`src/rtl/i2c_slave_buffered.sv`:
```
// Buffered I2C target: pad conditioning, START/STOP detection, byte engine and RX/TX FIFOs.
// Bytes flow through valid/ready FIFOs; a full RX FIFO NACKs, an empty TX FIFO returns 0xFF.
module i2c_slave_buffered #(
    parameter logic [6:0] SLAVE_ADDR  = 7'h49,
    parameter int         RX_DEPTH    = 4,
    parameter int         TX_DEPTH    = 4,
    parameter int         SYNC_STAGES = 2,
    parameter int         FILTER      = 3
) (
    input  logic       clock,
    input  logic       reset,
    input  logic       scl_in,
    input  logic       sda_in,
    output logic       sda_oe,
    output logic [7:0] rx_data,
    output logic       rx_valid,
    input  logic       rx_ready,
    input  logic [7:0] tx_data,
    input  logic       tx_valid,
    output logic       tx_ready,
    output logic       busy,
    output logic       rx_overflow,
    output logic       tx_underrun
);
    localparam int FCW  = $clog2(FILTER + 1);
    localparam int RXAW = $clog2(RX_DEPTH);
    localparam int TXAW = $clog2(TX_DEPTH);
    localparam int RXCW = $clog2(RX_DEPTH + 1);
    localparam int TXCW = $clog2(TX_DEPTH + 1);

    typedef enum logic [2:0] {
        IDLE, ADDR, ACK_ADDR, RX_BYTE, RX_ACK, TX_BYTE, TX_ACK, WAIT_STOP
    } state_t;

    state_t state_q, state_d;

    logic [1:0]             pad_raw;
    logic [SYNC_STAGES-1:0] sync_q [2];
    logic [FCW-1:0]         filt_cnt [2];
    logic [1:0]             filt_q, prev_q;
    logic                   scl_f, sda_f, scl_rise, scl_fall, start_c, stop_c;

    logic [6:0] shift_q;
    logic [7:0] byte_in;
    logic [2:0] bit_cnt;
    logic       rw_q, ack_seen;

    logic [7:0]      rx_mem [RX_DEPTH];
    logic [RXAW-1:0] rx_wr, rx_rd;
    logic [RXCW-1:0] rx_count;
    logic            rx_full, rx_push, rx_drop, rx_pop;

    logic [7:0]      tx_mem [TX_DEPTH];
    logic [TXAW-1:0] tx_wr, tx_rd;
    logic [TXCW-1:0] tx_count;
    logic            tx_empty, tx_push, tx_pop, tx_load;
    logic [7:0]      tx_head;

    assign pad_raw = {scl_in, sda_in};

    // Index 1 is SCL, index 0 is SDA; a line flips only after FILTER consecutive opposite samples.
    always_ff @(posedge clock or negedge reset) begin
        if (!reset) begin
            for (int i = 0; i < 2; i++) begin
                sync_q[i]   <= '1;
                filt_cnt[i] <= '0;
            end
            filt_q <= 2'b11;
            prev_q <= 2'b11;
        end else begin
            prev_q <= filt_q;
            for (int i = 0; i < 2; i++) begin
                sync_q[i] <= {sync_q[i][SYNC_STAGES-2:0], pad_raw[i]};
                if (sync_q[i][SYNC_STAGES-1] == filt_q[i]) begin
                    filt_cnt[i] <= '0;
                end else if (filt_cnt[i] == FCW'(FILTER - 1)) begin
                    filt_q[i]   <= ~filt_q[i];
                    filt_cnt[i] <= '0;
                end else begin
                    filt_cnt[i] <= filt_cnt[i] + FCW'(1);
                end
            end
        end
    end

    assign scl_f    = filt_q[1];
    assign sda_f    = filt_q[0];
    assign scl_rise = scl_f & ~prev_q[1];
    assign scl_fall = ~scl_f & prev_q[1];
    assign start_c  = scl_f & prev_q[1] & prev_q[0] & ~sda_f;
    assign stop_c   = scl_f & prev_q[1] & ~prev_q[0] & sda_f;
    assign byte_in  = {shift_q, sda_f};

    always_ff @(posedge clock or negedge reset) begin
        if (!reset) state_q <= IDLE;
        else        state_q <= state_d;
    end

    // ACK states use sda_oe itself to tell the ACK-opening fall from the ACK-closing fall.
    always_comb begin
        state_d = state_q;
        if (stop_c) begin
            state_d = IDLE;
        end else if (start_c) begin
            state_d = ADDR;
        end else begin
            case (state_q)
                ADDR:     if (scl_rise && bit_cnt == 3'd7)
                              state_d = (byte_in[7:1] == SLAVE_ADDR) ? ACK_ADDR : WAIT_STOP;
                ACK_ADDR: if (scl_fall && sda_oe) state_d = rw_q ? TX_BYTE : RX_BYTE;
                RX_BYTE:  if (scl_rise && bit_cnt == 3'd7) state_d = rx_full ? WAIT_STOP : RX_ACK;
                RX_ACK:   if (scl_fall && sda_oe) state_d = RX_BYTE;
                TX_BYTE:  if (scl_fall && bit_cnt == 3'd7) state_d = TX_ACK;
                TX_ACK: begin
                    if (scl_rise && sda_f)          state_d = WAIT_STOP;
                    else if (scl_fall && ack_seen)  state_d = TX_BYTE;
                end
                default: ;
            endcase
        end
    end

    always_comb begin
        busy    = 1'b0;
        rx_push = 1'b0;
        rx_drop = 1'b0;
        case (state_q)
            ACK_ADDR, RX_BYTE, RX_ACK, TX_BYTE, TX_ACK: busy = 1'b1;
            default: ;
        endcase
        if (state_q == RX_BYTE && scl_rise && bit_cnt == 3'd7) begin
            rx_push = ~rx_full;
            rx_drop = rx_full;
        end
        tx_load = (state_d == TX_BYTE) && (state_q != TX_BYTE);
    end

    // The first TX bit is driven on the same fall that loads the byte, so it is ready before the next rise.
    always_ff @(posedge clock or negedge reset) begin
        if (!reset) begin
            shift_q     <= '0;
            bit_cnt     <= '0;
            rw_q        <= 1'b0;
            ack_seen    <= 1'b0;
            sda_oe      <= 1'b0;
            rx_overflow <= 1'b0;
            tx_underrun <= 1'b0;
        end else begin
            rx_overflow <= rx_drop;
            tx_underrun <= tx_load & tx_empty;
            if (start_c || stop_c) begin
                sda_oe   <= 1'b0;
                bit_cnt  <= '0;
                ack_seen <= 1'b0;
            end else if (tx_load) begin
                shift_q  <= tx_head[6:0];
                sda_oe   <= ~tx_head[7];
                bit_cnt  <= '0;
                ack_seen <= 1'b0;
            end else begin
                case (state_q)
                    ADDR, RX_BYTE: if (scl_rise) begin
                        shift_q <= byte_in[6:0];
                        bit_cnt <= bit_cnt + 3'd1;
                        if (state_q == ADDR && bit_cnt == 3'd7) rw_q <= byte_in[0];
                    end
                    ACK_ADDR, RX_ACK: if (scl_fall) begin
                        sda_oe  <= ~sda_oe;
                        bit_cnt <= '0;
                    end
                    TX_BYTE: if (scl_fall) begin
                        sda_oe  <= (bit_cnt == 3'd7) ? 1'b0 : ~shift_q[6];
                        shift_q <= {shift_q[5:0], 1'b0};
                        bit_cnt <= bit_cnt + 3'd1;
                    end
                    TX_ACK: if (scl_rise) ack_seen <= ~sda_f;
                    default: sda_oe <= 1'b0;
                endcase
            end
        end
    end

    assign rx_full  = (rx_count == RXCW'(RX_DEPTH));
    assign rx_valid = (rx_count != '0);
    assign rx_pop   = rx_valid & rx_ready;
    assign rx_data  = rx_valid ? rx_mem[rx_rd] : 8'h00;

    assign tx_empty = (tx_count == '0);
    assign tx_ready = (tx_count != TXCW'(TX_DEPTH));
    assign tx_push  = tx_valid & tx_ready;
    assign tx_pop   = tx_load & ~tx_empty;
    assign tx_head  = tx_empty ? 8'hFF : tx_mem[tx_rd];

    always_ff @(posedge clock or negedge reset) begin
        if (!reset) begin
            rx_wr    <= '0;
            rx_rd    <= '0;
            rx_count <= '0;
            tx_wr    <= '0;
            tx_rd    <= '0;
            tx_count <= '0;
        end else begin
            if (rx_push) rx_wr <= rx_wr + RXAW'(1);
            if (rx_pop)  rx_rd <= rx_rd + RXAW'(1);
            rx_count <= rx_count + RXCW'(rx_push) - RXCW'(rx_pop);
            if (tx_push) tx_wr <= tx_wr + TXAW'(1);
            if (tx_pop)  tx_rd <= tx_rd + TXAW'(1);
            tx_count <= tx_count + TXCW'(tx_push) - TXCW'(tx_pop);
        end
    end

    always_ff @(posedge clock) begin
        if (rx_push) rx_mem[rx_wr] <= byte_in;
        if (tx_push) tx_mem[tx_wr] <= tx_data;
    end
endmodule

```
`config.mk`:
```
export PLATFORM = sky130hd
export DESIGN_NAME = i2c_slave_buffered
export DESIGN_NICKNAME = d
export VERILOG_FILES = /design/src/rtl/i2c_slave_buffered.sv
export SDC_FILE = /design/constraint.sdc
export NUM_CORES = 1
export LEC_CHECK = 0
export BUFFER_PORTS_ARGS = -buffer_cell sky130_fd_sc_hd__buf_4
export CORE_AREA = 2 2 119 144
export CTS_CLUSTER_DIAMETER = 50
export DETAILED_ROUTE_END_ITERATION = 10
export DIE_AREA = 0 0 121 146
export PLACE_DENSITY_LB_ADDON = 0.12
export SLEW_MARGIN = 30
export SYNTH_ARGS = -nofsm -noshare
export SYNTH_HDL_FRONTEND = slang
export SYNTH_SLANG_ARGS = --single-unit
```
`constraint.sdc`:
```
create_clock -name clock -period 6.2 [get_ports clock]
set_clock_uncertainty 0.15 [all_clocks]
set_input_delay 1.55 -clock clock [delete_from_list [all_inputs] [get_ports clock]]
set_output_delay 1.55 -clock clock [all_outputs]
set_load 0.1 [all_outputs]
```
==> out/results.tsv <==
metric	value	unit
ys_top_cells_by_count	edfxtp_1, dfrtp_1, inv_1, and2_1, nor2_1	
die_w	121	um
dpl_cell_area	0.00524	mm^2
cts_resized	0	
via_count	2686	
final_util	34.2	%
max_stage_delay	750	ps
drtIter0Drc	114	
critPathSlowestCell	dfrtp_1	
worstSetupStartpointType	register	
p_seq_share	43.2	%
clockBufferDepth	2	
die_area	0.0177	mm^2
worstPathCellList	mux4_2 -> and2_1 -> buf_4	
relSlewSlack	45.1	%
cts_tree	done	
synth-edff-count	64	
cp_max_fo	10	
nFillCells	1561	
slew_viol_final	0	
row_count	51	
syn_nets	359	
syn_to_final_growth	14.4	%
hp-class	reg -> reg	
status	finished clean	
reg2reg_to	tx_count[2]	
rsz0062_at_grt	no	
m1WireLength	4050	um
cts.sinks	108	
synth_compound_area_share	5.75	%
wl_met2	4570	um
cts_buffers	9	
cp.arrival	2100	ps
power	2.60	mW
holdPathStages	0	
r2r_slack	2760	ps
post_drt_wl_per_cell	15.9	um
reg2reg_from	bit_cnt[0]	
cp_num_buf_inv	1	
holdCritStartpoint	sync_q[2]	
fin_crit_sh	61.3	%
grt_pass1_vias	2813	
wl_met3	270	um
start_util	29.9	%
drc_errors	0	
synth_top_area_share	39.8	%
final_area	0.00552	mm^2
dp_hpwl	6220	um
cp_top_family	flip-flops	
clk_latency	360	ps
critPathLaunch	rx_rd[0]	
cp.required	4500	ps
ys_seq_elements	108	
worstSetupPathType	reg -> out	
die_h	146	um
min_period	3800	ps
ant_nets	0	
grt_pass1_wl	14800	um
drive_gt1_share	21.9	%
p_leak	2.13	nW
top_layer_used	met4	
worstSetupPathDepth	3	
gp_congestion	0.761	
yosys.area_share.simple	10.3	%
finalHoldViolations	0	
yosysSeqAreaShare	62.8	%
numPortBuffers	27	
p_int	1.54	mW
r2r_cells	14	
synth_top_family_by_area	multiplexers	
synth_cell_types	59	
synth_area_per_cell	14.7	um^2
synth_mux_area_share	11.3	%
peakVddDrop	0.227	mV
postCtsSetupBuffers	0	
syn-cell-area	0.00483	mm^2
endpoint	rx_data[1]	
num_antenna_cells	0	
fin_nets	385	
wirelength	9070	um
yosysMostFrequentCell	edfxtp_1	
async_flop_share	40.7	%
synth-main-ff-cell	edfxtp_1	
htree_num_levels	3	
hold_buffers	0	
grt_max_degree	45	
p_sw	1.06	mW
max_cap_viol_count	0	
cts.reportedPaths.clkPinSlew	70	ps
yosys_warnings	0	
setup_violations	0	
gr-total-overflow	0	
firstDrtPassIters	4	
antenna_found_initial	0	
io_pins	28	
synth_area_leaders	edfxtp_1, dfrtp_1, mux4_2	
synth_top_area_cell	edfxtp_1	
pwr_density_cell	470	mW/mm^2
grt_util_all_layers	11.0	%
cts_root_buf	clkbuf_16	
avgViaCountPerCell	4.70	
tightestPinTransition	818	ps
crit_path_end_kind	output pin	
clock_power_share	21.3	%
power_frac_comb	35.5	%
syn_inst	329	
synth-xor-area-share	2.54	%
synthAdderAreaFrac	4.46	%
switching_share	40.7	%
fin_setup_tns	0	ps
fmax	263	MHz
core_area	0.0161	mm^2
-- worst register-to-register path: stages, from the launching register on --
cell and delay, ps:
dfrtp_1 370, ha_1 160, ha_1 290, and4b_1 280, o21ai_0 120, a221oi_2 380, o2111ai_1 210, nor2_1 210
ha_1 260, inv_1 60, ha_1 130, inv_1 50, fa_1 380, xnor2_1 180, xnor2_1 140
-- state kept, by name (all words and copies together) (netlist names), 3 cells and up --
register / flops
state_q: 3
sync_q: 4
rx_count: 3
shift_q: 7
bit_cnt: 3
tx_count: 3
rx_mem: 32
tx_mem: 32
filt_cnt: 4
-- layout make-up --
type | count | area [um^2] | share of cell area [%]
Clock buffer | 9 | 225 | 4.08
Clock inverter | 7 | 56.3 | 1.02
Inverter | 20 | 75.1 | 1.36
Multi-Input combinational cell | 188 | 1660 | 30.0
Sequential cell | 108 | 3030 | 54.9
Tap cell | 212 | 265 | 4.80
Timing Repair Buffer | 28 | 210 | 3.81
-- logic make-up (layout without fill, tap and decap cells) --
group                    Yosys count  after routing
adder cells (fa/ha/maj)           16             16
buffers and inverters             33             64
AO/OA/AOI/OAI                     40             40
multiplexers                      34             34
XOR/XNOR                          14             14
flip-flops                       108            108
AND/OR/NAND/NOR                   84             84
-- power by group through the flow --
stage,clock network [mW],registers [mW],logic (mW)
CTS,0.577,1.13,0.940
floorplan,0,1.05,0.791
finish,0.553,1.12,0.921
detailed placement,0,1.15,0.936
global placement,0,1.14,0.929
global route,0.607,1.16,0.995
-- how the worst min path moves through the flow --
stage,endpoint,slack (ps)
2_1_floorplan,sync_q[1],200
3_3_place_gp,sync_q[1],200
3_5_place_dp,sync_q[3],200
4_1_cts,sync_q[3],210
5_1_grt,sync_q[1],210
6_report,sync_q[3],210
-- per-stage QoR --
stage	cells	hold slack [ps]	setup slack (ps)
2_1_floorplan	329	195	2150
3_3_place_gp	556	196	2730
3_5_place_dp	556	197	2740
4_1_cts	572	208	2340
5_1_grt	572	210	2280
6_report	572	206	2400
-- cell usage in the layout (no fill, tap or decap), types with 6 or more instances in the layout --
cell and count:
edfxtp_1 64, a21oi_1 12, clkbuf_16 9, xnor2_1 10
mux4_2 16, nor2_1 17, nand2_1 11, mux2i_1 14
o21ai_0 6, and2_1 17, buf_4 28, inv_1 19
ha_1 14, dfstp_2 8, dfrtp_1 36
-- per-layer routing --
metal	global-route usage, %	vias to the layer above
met3	2.19	13
met1	13.4	1345
met5	0	-
met4	5.70	0
met2	18.2	56
li1	-	1272
No activity file was read; power rests on OpenSTA's default activity.
